<file path="src/rtl/alu_pkg.sv">
// Shared definitions for the ALU sequencer: opcodes, FSM state encoding and default width.
// Imported by the opcode decoder and by the sequencer top.
package alu_pkg;

    localparam int DEFAULT_WIDTH = 4;

    localparam logic [3:0] OP_ADD = 4'd0;
    localparam logic [3:0] OP_SUB = 4'd1;
    localparam logic [3:0] OP_LSH = 4'd2;
    localparam logic [3:0] OP_RSH = 4'd3;
    localparam logic [3:0] OP_AND = 4'd4;
    localparam logic [3:0] OP_OR  = 4'd5;
    localparam logic [3:0] OP_XOR = 4'd6;
    localparam logic [3:0] OP_INV = 4'd7;

    typedef enum logic [2:0] {
        ST_IDLE    = 3'd0,
        ST_LOAD    = 3'd1,
        ST_EXEC    = 3'd2,
        ST_CAPTURE = 3'd3,
        ST_RESP    = 3'd4
    } seq_state_t;

endpackage

</file>
<file path="src/rtl/alu_op_decode.sv">
// Combinational opcode decoder: one-hot ALU strobes (bit index == opcode) while executing,
// plus the operation class flags the sequencer needs for sequencing and flag capture.
module alu_op_decode
    import alu_pkg::*;
(
    input  logic [3:0] i_op,
    input  logic       i_exec,
    output logic [7:0] o_strobes,
    output logic       o_is_shift,
    output logic       o_is_arith,
    output logic       o_is_illegal
);

    always_comb begin
        // NOTE: every output gets a default before any conditional assignment, so no latch is inferred.
        o_strobes    = '0;
        o_is_shift   = (i_op == OP_LSH) || (i_op == OP_RSH);
        o_is_arith   = (i_op == OP_ADD) || (i_op == OP_SUB);
        o_is_illegal = i_op[3];
        if (i_exec && !o_is_illegal) begin
            o_strobes[i_op[2:0]] = 1'b1;
        end
    end

endmodule

</file>
<file path="src/rtl/alu_sequencer.sv">
// Request/response sequencer for the registered 4-bit ALU: accepts one operation, drives the
// ALU strobes (with a shifter load cycle ahead of shifts) and returns the captured result and flags.
module alu_sequencer
    import alu_pkg::*;
#(
    parameter int WIDTH = DEFAULT_WIDTH
) (
    input  logic             clk,
    input  logic             reset,
    input  logic             req_valid,
    output logic             req_ready,
    input  logic [3:0]       req_op,
    input  logic [WIDTH-1:0] req_a,
    input  logic [WIDTH-1:0] req_b,
    output logic             rsp_valid,
    input  logic             rsp_ready,
    output logic [WIDTH-1:0] rsp_data,
    output logic             rsp_overflow,
    output logic             rsp_shift_flag,
    output logic             rsp_err,
    output logic             alu_add,
    output logic             alu_sub,
    output logic             alu_lsh,
    output logic             alu_rsh,
    output logic             alu_and,
    output logic             alu_or,
    output logic             alu_xor,
    output logic             alu_inv,
    output logic             alu_lsr,
    output logic [WIDTH-1:0] alu_in1,
    output logic [WIDTH-1:0] alu_in2,
    input  logic [WIDTH-1:0] alu_out,
    input  logic             alu_overflow,
    input  logic             alu_shift_flag
);

    seq_state_t       r_state;
    seq_state_t       w_state_next;
    logic [3:0]       r_op;
    logic [WIDTH-1:0] r_a;
    logic [WIDTH-1:0] r_b;
    logic [WIDTH-1:0] r_rsp_data;
    logic             r_rsp_overflow;
    logic             r_rsp_shift_flag;
    logic             r_rsp_err;

    logic [3:0]       w_dec_op;
    logic             w_exec;
    logic [7:0]       w_strobes;
    logic             w_is_shift;
    logic             w_is_arith;
    logic             w_is_illegal;

    // In IDLE the incoming opcode is classified to pick the next state; afterwards the latched one.
    assign w_dec_op = (r_state == ST_IDLE) ? req_op : r_op;
    assign w_exec   = (r_state == ST_EXEC);

    alu_op_decode u_op_decode (
        .i_op         (w_dec_op),
        .i_exec       (w_exec),
        .o_strobes    (w_strobes),
        .o_is_shift   (w_is_shift),
        .o_is_arith   (w_is_arith),
        .o_is_illegal (w_is_illegal)
    );

    // NOTE: sequential state uses non-blocking assignments; reset here is synchronous, sampled on clk.
    always_ff @(posedge clk) begin
        if (!reset) begin
            r_state <= ST_IDLE;
        end else begin
            r_state <= w_state_next;
        end
    end

    always_comb begin
        w_state_next = r_state;
        req_ready    = 1'b0;
        rsp_valid    = 1'b0;
        alu_lsr      = 1'b0;
        alu_in1      = '0;
        alu_in2      = '0;
        case (r_state)
            ST_IDLE: begin
                req_ready = 1'b1;
                if (req_valid) begin
                    if (w_is_illegal)    w_state_next = ST_RESP;
                    else if (w_is_shift) w_state_next = ST_LOAD;
                    else                 w_state_next = ST_EXEC;
                end
            end
            ST_LOAD: begin
                alu_lsr      = 1'b1;
                alu_in1      = r_a;
                alu_in2      = r_b;
                w_state_next = ST_EXEC;
            end
            ST_EXEC: begin
                alu_in1      = r_a;
                alu_in2      = r_b;
                w_state_next = ST_CAPTURE;
            end
            ST_CAPTURE: begin
                alu_in1      = r_a;
                alu_in2      = r_b;
                w_state_next = ST_RESP;
            end
            ST_RESP: begin
                rsp_valid = 1'b1;
                alu_in1   = r_a;
                alu_in2   = r_b;
                if (rsp_ready) w_state_next = ST_IDLE;
            end
            default: w_state_next = ST_IDLE;
        endcase
    end

    assign {alu_inv, alu_xor, alu_or, alu_and, alu_rsh, alu_lsh, alu_sub, alu_add} = w_strobes;

    // The shift flag is only meaningful while the shift strobe is up, hence captured in EXEC.
    always_ff @(posedge clk) begin
        if (!reset) begin
            r_op             <= '0;
            r_a              <= '0;
            r_b              <= '0;
            r_rsp_data       <= '0;
            r_rsp_overflow   <= 1'b0;
            r_rsp_shift_flag <= 1'b0;
            r_rsp_err        <= 1'b0;
        end else begin
            case (r_state)
                ST_IDLE: begin
                    if (req_valid) begin
                        r_op             <= req_op;
                        r_a              <= req_a;
                        r_b              <= req_b;
                        r_rsp_data       <= '0;
                        r_rsp_overflow   <= 1'b0;
                        r_rsp_shift_flag <= 1'b0;
                        r_rsp_err        <= w_is_illegal;
                    end
                end
                ST_EXEC: begin
                    if (w_is_shift) r_rsp_shift_flag <= alu_shift_flag;
                end
                ST_CAPTURE: begin
                    r_rsp_data     <= alu_out;
                    r_rsp_overflow <= w_is_arith & alu_overflow;
                end
                default: ;
            endcase
        end
    end

    assign rsp_data       = r_rsp_data;
    assign rsp_overflow   = r_rsp_overflow;
    assign rsp_shift_flag = r_rsp_shift_flag;
    assign rsp_err        = r_rsp_err;

endmodule

</file>
<file path="config.mk">
export PLATFORM = sky130hd
export DESIGN_NAME = alu_sequencer
export DESIGN_NICKNAME = d
export VERILOG_FILES = /design/src/rtl/alu_pkg.sv /design/src/rtl/alu_op_decode.sv /design/src/rtl/alu_sequencer.sv
export SDC_FILE = /design/constraint.sdc
export NUM_CORES = 1
export LEC_CHECK = 0
export CAP_MARGIN = 40
export CORE_MARGIN = 2
export CORE_UTILIZATION = 31
export DETAILED_ROUTE_END_ITERATION = 16
export GPL_TIMING_DRIVEN = 1
export PLACE_DENSITY_LB_ADDON = 0.15
export SLEW_MARGIN = 20
export SYNTH_ARGS = -nofsm -noshare
export SYNTH_HDL_FRONTEND = slang
export SYNTH_SLANG_ARGS = --single-unit
export TNS_END_PERCENT = 5
</file>
<file path="constraint.sdc">
create_clock -name clk -period 3.1 [get_ports clk]
set_input_delay 0.31 -clock clk [delete_from_list [all_inputs] [get_ports clk]]
set_output_delay 0.31 -clock clk [all_outputs]
set_load 0.1 [all_outputs]
</file>
### Word-level counts from Yosys, hierarchy flattened

Cells that the tools add are included.

* register bits after elaboration: 22
* latch bits: 0
* bits in writable memories: 0
* bits in read-only memories: 0
* input port bits: 22
* output and inout bits: 26
* logic and storage cells: 55
* memories kept: 0

* add/sub/neg operators: 0
* multipliers: 0
* div/mod/pow operators: 0
* order comparisons: 2
* equality and inequality tests: 10
* shift-type cells: 0
* muxes and demuxes: 20
* bitwise operators: 1
* reductions and logical operators: 14

Operators with widths (count)
* two-way mux 4 bit: 4
* case mux 3 bit (5 select lines): 1
* two-way mux 3 bit: 3
* equality test 4 x 2 -> 1 bit, second input constant: 2
* two-way mux 8 bit: 1
* case mux 4 bit (2 select lines): 1
* equality test 3 x 2 -> 1 bit, second input constant: 2
* two-way mux 1 bit: 6
* inequality test 2 bit, second input constant: 3
* AND reduction 2 bit: 3
* equality test 4 x 1 -> 1 bit, second input constant: 1
* logical NOT 4 bit: 1
* < comparator 3 x 4 -> 1 bit, second input constant: 1
* case mux 1 bit (2 select lines): 2
* nonzero test 2 bit: 2
* OR reduction 4 bit: 1
* demux 1 bit (select 3 bit): 1
* equality test 3 x 1 -> 1 bit, second input constant: 1
* equality test 3 bit, second input constant: 1
* >= comparator 3 x 1 -> 1 bit, second input constant: 1
* logical NOT 3 bit: 1
* AND reduction 3 bit: 1
* logical AND 1 bit: 2
* logical OR 1 bit: 2
* other kinds (3): 3

### Logic depth before layout (Yosys ltp)

* depth after elaboration: 8
* mapped depth: 5
* mapped depth without buffers: 3

### Cells and area by module

Synthesis repeated with hierarchy kept, for this count alone.

* cells, all modules: 129
* area total of the unflattened synthesis: 1182.4 sq um

By module, submodules not included
* alu_sequencer: instances 1, cells each 113, area an instance 1093.5 sq um, sequential area each 440.4 sq um
* alu_op_decode: instances 1, cells each 16, area an instance 88.8 sq um, sequential area each 0.0 sq um

### Worst setup path after synthesis

Ideal clock, no wire load.

* kind: reg-to-output
* start point: register r_state[2]
* end point: output port alu_inv
* data arrival time: 3483 ps
* data required time: 2790 ps
* path slack: -693 ps
* cell stages (with the launch flop): 5
* buffers on the path: 1
* cell sequence: dfxtp_1 > buf_2 > nor3_2 > a31oi_1 > nor2_1

* cells in the longest elaborated chain, start to end: 7
* elaborated cells on any way between the ends: 11
* classes of those cells: order compare (2); eq/ne (1); mux (4); reduce/logical (4)

Ends and longest elaborated chain
* start: declaration: RTL line alu_sequencer.sv:37 `seq_state_t r_state;`
* start signal: assignment: RTL line alu_sequencer.sv:72 `r_state <= w_state_next;`
* logical NOT 3 bit: RTL line alu_sequencer.sv:55 `assign w_dec_op = (r_state == ST_IDLE) ? req_op : r_op;`
* two-way mux 4 bit: RTL line alu_sequencer.sv:55
* < comparator 3 x 4 -> 1 bit (not written as such) or >= comparator 3 x 1 -> 1 bit (tied branches): RTL line alu_op_decode.sv:21 `o_strobes[i_op[2:0]] = 1'b1;`
* logical AND 1 bit (not written as such): RTL line alu_op_decode.sv:21
* two-way mux 1 bit (not written as such): RTL line alu_op_decode.sv:21
* demux 1 bit (select 3 bit)
* two-way mux 8 bit (*): RTL line alu_op_decode.sv:20 `if (i_exec && !o_is_illegal) begin`
* end: declaration: RTL line alu_sequencer.sv:28 `output logic alu_inv,`

Mark *: on every way between the ends. The rest lies on a longest branch, timed or not.

### Worst setup path after layout

* start point: register r_state[0]
* end point: output port alu_in2[2]

* cells in the longest elaborated chain, start to end: 3
* elaborated cells on any way between the ends: 6
* classes of those cells: eq/ne (4); mux (1); reduce/logical (1)

Ends and longest elaborated chain
* equality test 3 x 2 -> 1 bit (tied with other cells): RTL line alu_sequencer.sv:83 `case (r_state)`
* OR reduction 4 bit (no source line) (*)
* two-way mux 4 bit (*): RTL line alu_sequencer.sv:83
* end: declaration: RTL line alu_sequencer.sv:31 `output logic [WIDTH-1:0] alu_in2,`

Marks and branches as above.

==> results.sh <==
export IMPL_gp_congestion=0.734
export IMPL_area_growth_pct=58.4
export IMPL_grt_pass1_vias=1001
export IMPL_crit_path_start_kind="flip-flop"
export IMPL_synth_area_mm2=0.00105
export IMPL_layout_nets=199
export IMPL_max_cap_violations=0
export IMPL_setup_tns_ns=0
export IMPL_synth_fp_nets=147
export IMPL_slew_viol_final=0
export IMPL_synth_area_leaders="dfxtp_1, nand2_1, a21oi_1"
export IMPL_r2r_start="r_state[2]$_SDFFE_PN0P_"
export IMPL_die_area_mm2=0.00387
export IMPL_die_x_um=62.2
export IMPL_finalCriticalPeriod_ns=2.42
export IMPL_synth_cell_types=29
export IMPL_drc=0
export IMPL_yosysSeqAreaShare_pct=42.0
export IMPL_leakage_nw=0.691
export IMPL_syn_inst=125
export IMPL_wirelength_um=2610
export IMPL_cts_buffer_depth=2
export IMPL_rsz0062_at_grt="false"
export IMPL_clock_skew_ns=0.0127
export IMPL_cts_root_buf="clkbuf_4"
export IMPL_antenna_left=0
export IMPL_synth_edf_count=0
export IMPL_grt_usage_pct=14.0
export IMPL_final_cells=222
export IMPL_diodes=0
export IMPL_ctsResizeCount=0
export IMPL_grt_overflow_total=0
export IMPL_cts_sinks=22
export IMPL_pre_cts_slack_ns=1.02
export IMPL_std_cell_rows=21
export IMPL_critical_path_arrival_ns=2.11
export IMPL_critPathCaptureType="output port"
export IMPL_hp_class="flip-flop to flip-flop"
export IMPL_cts_hold_fix_buffers=0
export IMPL_drt_iter0_drc=37
export IMPL_num_io_pins=48
export IMPL_synthArstFlopShare_pct=0
export IMPL_multi_input_area_um2=573
export IMPL_yosysTopAreaCell="dfxtp_1"
export IMPL_dpl_cell_count=218
export IMPL_hold_viol=0
export IMPL_outcome="finished, final reports clean"
export IMPL_seq_area_um2=440
export IMPL_worstHoldPathCells=2
export IMPL_first_pass_iters=3
export IMPL_layout_setup_ws_ns=0.683
export IMPL_fillers=332
export IMPL_synth_top_cells_by_count="nand2_1, dfxtp_1, a21oi_1, nor2_1, and2_1"
export IMPL_worstMarginPinSlew_ns=0.698
export IMPL_ys_ff_latch=22
export IMPL_synth_top_area_share_pct=42.0
export IMPL_max_stage_delay_ns=0.66
export IMPL_wl_per_cell_um=11.8
export IMPL_grt_max_degree=17
export IMPL_cp_cell_sequence="nor2_1 -> xnor2_1 -> and2_1 -> buf_4"
export IMPL_path_clk_slew_ns=0.13
export IMPL_path_class="flip-flop to output port"
export IMPL_powerDensity_mw_per_mm2=484
export IMPL_insertion_delay_ns=0.31
export IMPL_slew_headroom_pct=53.3
export IMPL_die_h_um=62.2
export IMPL_cts_buffers=3
export IMPL_synth_flop_cell="dfxtp_1"
export IMPL_r2r_slack_ns=1.34
export IMPL_cp_slowest_cell="dfxtp_1"
export IMPL_vias=1037
export IMPL_core_area_mm2=0.00328
export IMPL_antenna_found_initial=0
export IMPL_cts_tree="done"
export IMPL_path_max_fanout=12
export IMPL_yosysWarningCount=0
export IMPL_synth_area_per_cell_um2=8.40
export IMPL_viasPerCell=4.67
export IMPL_holdPathEnd="r_a[2]$_SDFFE_PN0P_"
export IMPL_crit_required_ns=2.79
export IMPL_setup_viol_count_final=0
export IMPL_io_buffers=47
export IMPL_reg2reg_depth=3
export IMPL_r2r_end="rsp_data[2]$_SDFFE_PN0P_"
export IMPL_yosysMostFrequentCell="nand2_1"
export IMPL_drive_gt1_share_pct=20.5
export IMPL_post_cts_buffers=0
export IMPL_min_from="r_a[2]$_SDFFE_PN0P_"
export IMPL_initial_utilization_pct=32.0
export IMPL_h_tree_depth=1
export IMPL_ir_worst_vdd_uv=376
export IMPL_fmax_ghz=0.414
export IMPL_grt_pass1_wl_um=4400
export IMPL_post_route_period_util_pct=78.0
export IMPL_place_hpwl_um=2030
-- worst max-delay path, delay by kind of cell, from the launching register on --
family,cells,cell delay (ns)
flip-flops,1,0.66
buffers and inverters,1,0.29
XOR/XNOR,1,0.49
AND/OR/NAND/NOR,2,0.37
-- report_power, final --
| group | internal (W) | switching [W] |
|---|---|---|
| combinational | 0.0000875 | 0.000177 |
| clock | 0.000131 | 0.0000874 |
| sequential | 0.000301 | 0.0000226 |
-- metrics by stage --
| step | area (um^2) | hold WS [ns] | total power [W] | utilization (%) |
|---|---|---|---|---|
| CTS | 1660 | 0.466 | 0.000817 | 50.6 |
| finish | 1660 | 0.463 | 0.000806 | 50.6 |
| detailed placement | 1610 | 0.448 | 0.000596 | 49.0 |
| global placement | 1510 | 0.441 | 0.000588 | 45.8 |
| floorplan | 1060 | 0.432 | 0.000520 | - |
| global route | 1660 | 0.487 | 0.000846 | 50.6 |
-- cell usage in the layout (no fill, tap or decap), drive strengths merged --
cell / count
nor3: 1
a2111oi: 1
a211oi: 1
a21oi: 13
or4b: 1
inv: 3
and4b: 2
nor4b: 2
o31a: 1
nand3b: 1
and2: 9
a31oi: 3
nor4: 1
buf: 26
nor3b: 2
nand2b: 2
bufinv: 1
nor2b: 4
clkbuf: 3
dfxtp: 22
o311a: 1
nand2: 27
a41o: 1
clkdlybuf4s50: 28
nor2: 11
a31o: 1
mux2i: 3
a32o: 4
xnor2: 1
-- kinds of logic (layout without fill, tap and decap cells) --
group,after synthesis,count (layout),share of synthesized area [%]
flops,22,22,42.0
simple gates,63,63,33.4
mux,3,3,2.86
buf+inv,10,61,4.05
xor+xnor,1,1,0.834
compound gates,26,26,16.9
-- layout make-up --
type	count	share of cell area [%]
Multi-Input combinational cell	93	34.5
Tap cell	46	3.46
Sequential cell	22	26.5
Clock inverter	1	1.81
Timing Repair Buffer	54	31.8
Clock buffer	3	1.35
Inverter	3	0.677
-- per-layer routing --
layer / share of wire (%) / track usage [%] / wire length (um)
met1: 42 / 16.6 / 1110
met2: 51 / 25.0 / 1340
met3: 5.8 / 4.35 / 151
met4: 0.38 / 2.50 / 10
met5: 0 / 0 / 0
-- worst max-delay path by stage --
stage            endpoint  slack (ns)                     from
2_1_floorplan     alu_inv       -0.15  r_state[2]$_SDFFE_PN0P_
3_3_place_gp   alu_in2[2]        1.04  r_state[0]$_SDFFE_PN0P_
3_5_place_dp   alu_in2[1]        1.02  r_state[0]$_SDFFE_PN0P_
4_1_cts        alu_in2[2]        0.64  r_state[0]$_SDFFE_PN0P_
5_1_grt        alu_in1[0]        0.46  r_state[0]$_SDFFE_PN0P_
6_report       alu_in2[2]        0.68  r_state[0]$_SDFFE_PN0P_
-- state kept, by name, indices dropped and copies added, names as in the netlist --
signal and flops:
r_a 4, r_b 4, r_op 4, rsp_data 4, r_state 3, rsp_err 1
rsp_overflow 1, rsp_shift_flag 1
Power figures use the tool's default switching activity.
